<file path="src/rtl/seven_seg_mux.sv">
// Two-digit time-multiplexer feeding one seven_segment_led decoder; registered nibble and active-low anodes.
// Optional dead-time blanking between digits is compiled in with `define SEVEN_SEG_MUX_BLANK_EN.
module seven_seg_mux #(
    parameter int unsigned DIGIT_CYCLES = 50000,
    parameter int unsigned BLANK_CYCLES = 1000
) (
    input  logic       clk,
    input  logic       reset,
    input  logic [3:0] s0,
    input  logic [3:0] s1,
    output logic [3:0] s,
    output logic       an0,
    output logic       an1,
    output logic       frame
);

    localparam int unsigned MAX_CYCLES = (DIGIT_CYCLES > BLANK_CYCLES) ? DIGIT_CYCLES : BLANK_CYCLES;
    localparam int unsigned CW         = (MAX_CYCLES > 1) ? $clog2(MAX_CYCLES) : 1;

    localparam logic [CW-1:0] DIG_LAST = CW'(DIGIT_CYCLES - 1);
`ifdef SEVEN_SEG_MUX_BLANK_EN
    localparam logic [CW-1:0] BLK_LAST = CW'(BLANK_CYCLES - 1);
`endif

    typedef enum logic [2:0] {
        START,
        DIG0,
`ifdef SEVEN_SEG_MUX_BLANK_EN
        BLANK0,
        BLANK1,
`endif
        DIG1
    } state_t;

    state_t        r_state;
    state_t        w_state_nxt;
    logic [CW-1:0] r_cnt;
    logic [CW-1:0] w_cnt_nxt;
    logic [3:0]    r_s;
    logic [3:0]    w_s_nxt;
    logic          r_an0;
    logic          w_an0_nxt;
    logic          r_an1;
    logic          w_an1_nxt;
    logic          r_frame;
    logic          w_frame_nxt;

    always_ff @(posedge clk or posedge reset) begin
        if (reset) begin
            r_state <= START;
            r_cnt   <= '0;
            r_s     <= '0;
            r_an0   <= 1'b1;
            r_an1   <= 1'b1;
            r_frame <= 1'b0;
        end else begin
            r_state <= w_state_nxt;
            r_cnt   <= w_cnt_nxt;
            r_s     <= w_s_nxt;
            r_an0   <= w_an0_nxt;
            r_an1   <= w_an1_nxt;
            r_frame <= w_frame_nxt;
        end
    end

    always_comb begin
        w_state_nxt = r_state;
        w_cnt_nxt   = r_cnt + CW'(1);
        w_s_nxt     = r_s;
        w_an0_nxt   = r_an0;
        w_an1_nxt   = r_an1;
        w_frame_nxt = 1'b0;

        case (r_state)
            START: w_state_nxt = DIG0;
`ifdef SEVEN_SEG_MUX_BLANK_EN
            DIG0:   if (r_cnt == DIG_LAST) w_state_nxt = BLANK0;
            BLANK0: if (r_cnt == BLK_LAST) w_state_nxt = DIG1;
            DIG1:   if (r_cnt == DIG_LAST) w_state_nxt = BLANK1;
            BLANK1: if (r_cnt == BLK_LAST) w_state_nxt = DIG0;
`else
            DIG0:   if (r_cnt == DIG_LAST) w_state_nxt = DIG1;
            DIG1:   if (r_cnt == DIG_LAST) w_state_nxt = DIG0;
`endif
            default: w_state_nxt = START;
        endcase

        // Every exit lands in a different state, so a state change marks an entry edge.
        if (w_state_nxt != r_state) begin
            w_cnt_nxt = '0;
            case (w_state_nxt)
                DIG0: begin
                    w_s_nxt     = s0;
                    w_an0_nxt   = 1'b0;
                    w_an1_nxt   = 1'b1;
                    w_frame_nxt = 1'b1;
                end
                DIG1: begin
                    w_s_nxt   = s1;
                    w_an0_nxt = 1'b1;
                    w_an1_nxt = 1'b0;
                end
                default: begin
                    w_an0_nxt = 1'b1;
                    w_an1_nxt = 1'b1;
                end
            endcase
        end
    end

    assign s     = r_s;
    assign an0   = r_an0;
    assign an1   = r_an1;
    assign frame = r_frame;

endmodule

</file>
<file path="config.mk">
export PLATFORM = sky130hd
export DESIGN_NAME = seven_seg_mux
export DESIGN_NICKNAME = d
export VERILOG_FILES = /design/src/rtl/seven_seg_mux.sv
export SDC_FILE = /design/constraint.sdc
export NUM_CORES = 1
export LEC_CHECK = 0
export BUFFER_PORTS_ARGS = -buffer_cell sky130_fd_sc_hd__buf_2
export CAP_MARGIN = 20
export CORE_AREA = 2 2 59 61
export DETAILED_ROUTE_END_ITERATION = 7
export DIE_AREA = 0 0 61 63
export PLACE_DENSITY = 0.73
export SLEW_MARGIN = 5
export SYNTH_ARGS = -nofsm -noshare
export SYNTH_HDL_FRONTEND = slang
export SYNTH_SLANG_ARGS = --single-unit
</file>
<file path="constraint.sdc">
create_clock -name clk -period 2.85 [get_ports clk]
set_input_delay 0.4275 -clock clk [delete_from_list [all_inputs] [get_ports clk]]
set_output_delay 0.4275 -clock clk [all_outputs]
set_load 0.03 [all_outputs]
</file>
# Yosys cells after proc, flatten, opt, wreduce, memory -nomap -nowiden
# Cells that the tools add are included.
[op_classes]
muxes = 9
eq_ne = 6
reduce_logical = 3
addsub = 1
[op_table]
columns = ["cell", "n"]
rows = [
  ["16-bit by 1-bit adder with 16-bit output, second input constant", 1],
  ["16-bit equality test, second input constant", 1],
  ["16-bit 2-to-1 mux", 1],
  ["3-bit case mux with 3 select lines", 1],
  ["4-bit case mux with 2 select lines", 1],
  ["3-bit by 1-bit equality test with 1-bit output, second input constant", 2],
  ["3-bit by 2-bit equality test with 1-bit output, second input constant", 2],
  ["3-bit 2-to-1 mux", 2],
  ["1-bit 2-to-1 mux", 4],
  ["3-bit zero test", 1],
  ["3-bit inequality test", 1],
  ["2-bit AND reduction", 1],
  ["2-bit nonzero test", 1],
]
[totals]
register_bits = 26

# Longest topological paths before layout
# Gate-level depths: netlist of run 1.
[logic_depth]
depth_word = 6
mapped_depth = 6

# Least setup slack after synthesis of run 1
# No wires, ideal clock.
[synth_timing]
kind = "register to register"
startpoint = "register r_cnt[5]"
endpoint = "register r_s[0], in the netlist s[0]"
stages_incl_launch_ff = 6
setup_time_ns = 0.120
n_path_buf = 1
slack_ns = 1.199
arrival_ns = 1.530
synth_period_minus_slack_ns = 1.651
t_required_ns = 2.730
cell_sequence = "dfrtp_1 -> buf_6 -> nor4b_4 -> nand4_2 -> or3_4 -> o211a_1"
[synth_between]
elab_chain_cells = 6
word_cells_on_any_way = 10
cone_classes = "eq/ne: 4; mux: 4; reduce/logical: 2"
[synth_rtl]
columns = ["item", "line", "text"]
rows = [
  ["start: declaration", "37", "logic [CW-1:0] r_cnt;"],
  ["start signal: assignment", "58", "r_cnt <= w_cnt_nxt;"],
  ["16-bit equality test (*)", "82, 83", ""],
  ["3-bit 2-to-1 mux, on equally long branches", "83, 82", ""],
  ["3-bit case mux with 3 select lines (*)", "74", "case (r_state)"],
  ["3-bit by 2-bit equality test with 1-bit output or 3-bit by 1-bit equality test with 1-bit output (tied branches)", "91", "case (w_state_nxt)"],
  ["2-bit nonzero test (no line)", "n/a", ""],
  ["2-bit AND reduction (no line)", "n/a", ""],
  ["end signal: assignment", "59", "r_s <= w_s_nxt;"],
  ["end: declaration", "39", "logic [3:0] r_s;"],
]
# Every way passes the cells marked *; elsewhere a longest branch is shown, timed or not.
# A chain may end at the register's enable or synchronous reset.

# Final worst setup path of run 1
[layout_timing]
startpoint = "register r_cnt[0]"
endpoint = "register r_s[3], in the netlist s[3]"
# Same word-level chain as after synthesis.

==> reports/metrics.yaml, run 1 <==
timing:
  max_freq_ghz: 0.470
  setup_violations: 0
  fin_worst_skew_ps: 6.77
  slew_viol_final: 0
  rsz0062_at_grt: "no"
  tightest_slew_ps: 530
  period_share_pct: 74.6
  fin_setup_tns_ps: 0
  relSlewSlack_pct: 64.6
  fin_crit_ps: 2130
  hold_violations: 0
grt:
  grt_pass1_vias: 1040
  grt_first_pass_wirelength_mm: 4.76
  antenna_found_initial: 0
  grt_start_max_net_pins: 27
  gr-usage-all-layers_pct: 16.0
  overflow: 0
detailed_routing:
  drt_iter0_drc: 39
  drt_first_pass_iters: 4
  vias: 1095
  vias_per_cell: 5.48
  finalWirelength_mm: 2.76
  wl_per_cell_um: 13.8
  ant_nets: 0
  drc_errors: 0
finish:
  syn2layout_area_growth_pct: 12.4
  antennaDiodeCount: 0
  fin_nets: 166
  layout-drive-gt1-share_pct: 18.8
cts:
  cts_resized: 0
  htree_levels: 1
  clk_latency_ps: 320
  cts_tree: "built"
  cts_setup_buffers: 0
  clk_pin_slew_worst_paths_ps: 140
  cts-root-buf: "clkbuf_4"
  hold_buffers: 0
  cts_buffer_depth: 2
  cts_buffers: 3
  cts_sinks: 26
power:
  p_leak_nw: 0.730
  p_total_w: 0.000741
  p_per_area_mw_per_mm2: 472
  ir_drop_uv: 271
worst_setup_path:
  start_kind: "flip-flop"
  cp.required_ps: 3080
  worstPathArrival_ps: 2350
  cp_max_fo: 15
  reg2regPathDepth: 5
  worstSetupEndpointType: "flip-flop"
  path_class: "flip-flop to flip-flop"
logic_synthesis:
  synth_area_mm2: 0.00140
  ys_ff_latch: 26
  syn-num-nets: 152
  ys_seq_area_share_pct: 46.7
  synth_cells: 141
  ys_types: 40
  synth_edf_count: 0
  avgSynthCellArea_um2: 9.91
  yosysWarnings: 0
  async_reset_ff_share_pct: 100
  ys.flop_type: "dfrtp_1"
placed_design:
  gp_congestion: 0.802
  post-dp-hpwl_mm: 2.02
  io_buffers: 16
flow_run:
  cap_viol_max_count: 0
die:
  io_pins: 17
  die_h_um: 63
  start_util_pct: 43.2
  die_x_um: 61
  dieArea_mm2: 0.00384
  rows: 21
  placeableCoreArea_mm2: 0.00323
hold_path:
  hold_class: "input port to asynchronous set/reset pin"
outcome:
  status: "complete, no violations"
==> synth_stat cells, types with 2 or more instances <==
master	count	area, um^2
o21ai_0	3	15.0
o211a_1	4	40.0
and3_1	4	25.0
a31oi_1	4	25.0
nand2b_1	2	12.5
o22ai_1	4	25.0
a21oi_1	7	35.0
dfstp_2	2	52.6
and2_1	3	18.8
nor2_1	16	60.1
nand3_1	3	15.0
nand2_1	5	18.8
xor2_1	7	61.3
xnor2_1	2	17.5
inv_1	7	26.3
nor2b_1	4	25.0
nand4_1	6	37.5
clkbuf_1	4	15.0
o31ai_1	2	15.0
or4_1	2	15.0
mux2i_1	4	40.0
or3_1	4	25.0
buf_2	2	10.0
dfrtp_1	24	601
==> flip-flops by register name (all words and copies together) (netlist names) <==
signal	flops
an0	1
an1	1
frame	1
r_cnt	16
r_state	3
s	4
==> final timing paths <==
| kind | startpoint | endpoint | slack (ps) |
|---|---|---|---|
| hold / removal | reset | frame | 20 |
| hold reg to reg | r_cnt[0] | r_cnt[0] | 470 |
| max in group asynchronous | reset | r_cnt[4] | 2440 |
| setup reg to reg | r_cnt[0] | s[3] | 720 |
| min in group clk | s1[0] | s[0] | 340 |
| setup / recovery | r_cnt[0] | s[3] | 720 |
==> per-stage QoR <==
step                      worst slack, ps  instance area [um^2]  instances  util [%]  hold WS, ps
final                                 724                  1570        200      48.6         15.8
after global routing                  561                  1570        200      48.6         8.60
after CTS                             736                  1540        199      47.8          320
after detailed placement              758                  1490        195      46.1          454
after global placement                819                  1490        195      46.1          437
after floorplan                      1200                  1400        141         -          424
==> cell families (layout without fill, tap and decap cells) <==
| group | count (synthesis) | count (layout) | synth area share (%) |
|---|---|---|---|
| buf+inv | 15 | 28 | 5.01 |
| mux | 5 | 5 | 3.67 |
| compound gates | 28 | 28 | 13.4 |
| fa+ha+maj | 1 | 1 | 0.895 |
| simple gates | 56 | 56 | 24.3 |
| xor+xnor | 9 | 9 | 5.64 |
| other cells | 1 | 1 | 0.268 |
| flops | 26 | 26 | 46.7 |
==> layout make-up <==
type | instances | area [um^2]
Sequential cell | 26 | 653
Clock buffer | 3 | 22.5
Clock inverter | 1 | 30.0
Multi-Input combinational cell | 100 | 674
Inverter | 7 | 26.3
Fill cell | 294 | 1660
Tap cell | 46 | 57.6
Timing Repair Buffer | 17 | 108
==> power breakdown <==
part	leakage, nW	total [W]	internal (W)	switching (W)
Sequential	0.341	0.000398	0.000383	0.0000146
Clock	0.0279	0.000251	0.000142	0.000109
Combinational	0.361	0.0000929	0.0000361	0.0000568
Total	0.730	0.000741	0.000562	0.000180
==> metal layers <==
metal | routed length (um) | vias to the layer above | track usage, % | share of wire (%)
met2 | 1430 | 36 | 26.3 | 52
met5 | 0 | - | 0 | 0
met3 | 152 | 2 | 3.93 | 5.5
met4 | 14 | 0 | 3.80 | 0.51
met1 | 1160 | 533 | 20.9 | 42
li1 | - | 524 | - | -
==> worst max-delay path, cell delays in order, from the launching register on <==
cell	delay (ps)
dfrtp_1	390
ha_1	260
and3_1	230
nand4_2	370
or3_4	550
o211a_1	230
==> cells in the final DEF, fill, tap and decap left out, types with 2 or more instances in the layout <==
cell      synthesis  final
nand2b_1          2      2
mux2i_1           4      4
dfstp_2           2      2
inv_1             7      7
nor2_1           16     16
xnor2_1           2      2
clkbuf_4          0      3
o22ai_1           4      4
o21ai_0           3      3
o31ai_1           2      2
and3_1            4      4
a31oi_1           4      4
xor2_1            7      7
or3_1             4      4
and2_1            3      3
dfrtp_1          24     24
buf_2             2     16
nand3_1           3      3
nand4_1           6      6
nand2_1           5      5
o211a_1           4      4
nor2b_1           4      4
or4_1             2      2
a21oi_1           7      7
(Power assumes the default switching activity.)
==> run 2: changes to the inputs <==
- ABC_AREA: default -> 1
- PLACE_DENSITY: 0.73 -> 0.74
- clock period: 2.85 -> 1.8 ns (I/O delays scaled with it)
==> reports/metrics.yaml, run 2 <==
outcome:
  status: "complete, no violations"
detailed_routing:
  vias: 1036  # -5.4%
  vias_per_cell: 4.48  # -18%
  drc_errors: 0  # unchanged
  wl_per_cell_um: 10.2  # -26%
  drt_iter0_drc: 27  # -31%
  finalWirelength_mm: 2.35  # -15%
  drt_first_pass_iters: 4  # unchanged
  ant_nets: 0  # unchanged
logic_synthesis:
  yosysMostFrequentCell: "nand2_1"
  ys_seq_area_share_pct: 47.6  # +0.90 points
  ys_ff_latch: 26  # unchanged
  yosysWarnings: 0  # unchanged
  async_reset_ff_share_pct: 100  # unchanged
  synth_edf_count: 0  # unchanged
  ys.flop_type: "dfrtp_1"
  netlist.area_leader.share_pct: 43.8  # +0.82 points
  synth_area_leaders: "dfrtp_1, nand2_1, nor2_1, inv_1, nand2_4"
  synth_common_cells: "nand2_1, nor2_1, dfrtp_1, inv_1, nand3_1"
  ys_types: 29  # -28%
  syn-num-nets: 175  # +15%
  avgSynthCellArea_um2: 8.36  # -16%
  synth_cells: 164  # +16%
  synth_area_mm2: 0.00137  # -1.9%
  synth_top_cell_by_area: "dfrtp_1"
worst_setup_path:
  reg2regPathDepth: 9  # +4
  r2r_start: "r_cnt[0]"
  worstPathArrival_ps: 1850  # -500 ps
  worstReg2RegEnd: "s[3]"
  path_class: "flip-flop to flip-flop"
  cp_max_fo: 19  # +4
  ff2ff_setup_slack_ps: 230  # -490 ps
  start_kind: "flip-flop"
  cp.required_ps: 2090  # -990 ps
  worstSetupEndpointType: "flip-flop"
timing:
  fin_worst_skew_ps: 16.7  # +9.89 ps
  setup_violations: 0  # unchanged
  hold_violations: 0  # unchanged
  max_freq_ghz: 0.638  # +36%
  slew_viol_final: 0  # unchanged
  setup_slack_ps: 234  # -490 ps
  fin_setup_tns_ps: 0  # unchanged
  rsz0062_at_grt: "no"
  period_share_pct: 87.0  # +12 points
  fin_crit_ps: 1570  # -560 ps
grt:
  grt_start_max_net_pins: 27  # unchanged
  grt_pass1_vias: 1002  # -3.7%
  overflow: 0  # unchanged
  grt_first_pass_wirelength_mm: 4.33  # -9.1%
  gr-usage-all-layers_pct: 14.6  # -1.5 points
  antenna_found_initial: 0  # unchanged
finish:
  seq_area_um2: 653  # unchanged
  final_cells: 231  # +16%
  syn2layout_area_growth_pct: 14.6
  final_cell_mix: "nand2_1, nor2_1, dfrtp_1, inv_1, buf_2"
  fin_nets: 197  # +19%
  multi_input_area_um2: 627  # -7.1%
  layout-drive-gt1-share_pct: 21.6  # +2.8 points
  layout_commonest_cell: "nand2_1"
  max_flop_register: "r_cnt"
  nFillCells: 320  # +8.8%
  antennaDiodeCount: 0  # unchanged
  largest_register_ffs: 16  # unchanged
power:
  p_leak_nw: 0.771  # +5.7%
  p_per_area_mw_per_mm2: 719  # +52%
  ir_drop_uv: 320  # +18%
hold_path:
  worstHoldStart: "s1[0]"
  min_path_cells: 5
  hold_class: "input port to flip-flop"
  min_to: "s[0]"
flow_run:
  cap_viol_max_count: 0  # unchanged
placed_design:
  dp.cells: 226  # +16%
  io_buffers: 16  # unchanged
  post-dp-hpwl_mm: 1.78  # -12%
  gp_congestion: 0.884  # +10%
  place_ws_ps: 261  # -496 ps
die:
  placeableCoreArea_mm2: 0.00323  # unchanged
  dieArea_mm2: 0.00384  # unchanged
  start_util_pct: 42.4  # -0.81 points
  die_x_um: 61  # unchanged
  rows: 21  # unchanged
  die_h_um: 63  # unchanged
  io_pins: 17  # unchanged
cts:
  cts_tree: "built"
  cts_buffers: 3  # unchanged
  clk_latency_ps: 330  # about the same
  htree_levels: 1  # unchanged
  clk_pin_slew_worst_paths_ps: 160  # +20 ps
  cts_buffer_depth: 2  # unchanged
  cts_sinks: 26  # unchanged
  cts-root-buf: "clkbuf_4"
## run 2: area by class of cell
type / instances / share of cell area [%]
sequential: 26 / 41.6
multi-input combinational: 116 / 39.9
timing repair buffer: 18 / 6.21
inverter: 21 / 5.33
tap: 46 / 3.66
clock inverter: 1 / 1.91
clock buffer: 3 / 1.43
## run 2: worst max path at each step
stage / from / end / slack [ps]
floorplan: r_cnt[0] / r_cnt[11] / 430
global placement: r_cnt[0] / s[3] / 300
detailed placement: r_cnt[0] / s[2] / 260
CTS: r_cnt[0] / s[3] / 240
global route: r_cnt[0] / r_cnt[14] / 10
finish: r_cnt[0] / s[3] / 230
## run 2: report_power, final
part,internal (W),total (W),switching (W)
sequential,0.000603,0.000613,0.0000101
combinational,0.0000349,0.000110,0.0000751
clock,0.000225,0.000407,0.000182
total,0.000863,0.00113,0.000267
## run 2: critical path, cell delays in order (launching register included)
cell	delay, ps
dfrtp_1	420
ha_1	200
nand3_1	140
nor2_4	190
nand2_4	90
nand2_4	200
nand2_4	110
clkinv_4	70
nand2_1	50
nand2_1	50
## run 2: metal layers
| metal | track usage (%) | part of all wire, % | vias up | wire length, um |
|---|---|---|---|---|
| li1 | - | - | 554 | - |
| met1 | 20.7 | 51 | 468 | 1200 |
| met2 | 22.2 | 45 | 10 | 1070 |
| met3 | 2.48 | 2.4 | 4 | 56 |
| met4 | 4.89 | 1.4 | 0 | 34 |
| met5 | 0 | 0 | - | 0 |
## run 2: cell families after synthesis
group	after synthesis	share of synthesized area (%)
AO/OA/AOI/OAI	7	3.29
XOR/XNOR	6	3.83
flip-flops	26	47.6
other	1	0.273
buffers and inverters	22	6.66
AND/OR/NAND/NOR	101	37.4
adder cells (fa/ha/maj)	1	0.912
## run 2: what timing repair did
| action | 4_1_cts | 5_1_grt |
|---|---|---|
| hold buffers | 1 | 0 |
| endpoints found under the hold margin | 24 | 0 |
| buffers inserted | 0 | 0 |
| gates resized for setup | 0 | 0 |
## run 2: stage by stage
stage	utilization [%]	area (um^2)	total power, W	hold slack [ps]
4_1_cts	48.6	1570	0.00114	205
2_1_floorplan	-	1370	0.000700	309
5_1_grt	48.6	1570	0.00118	217
6_report	48.6	1570	0.00113	203
3_5_place_dp	46.7	1510	0.000735	344
3_3_place_gp	46.7	1510	0.000734	340
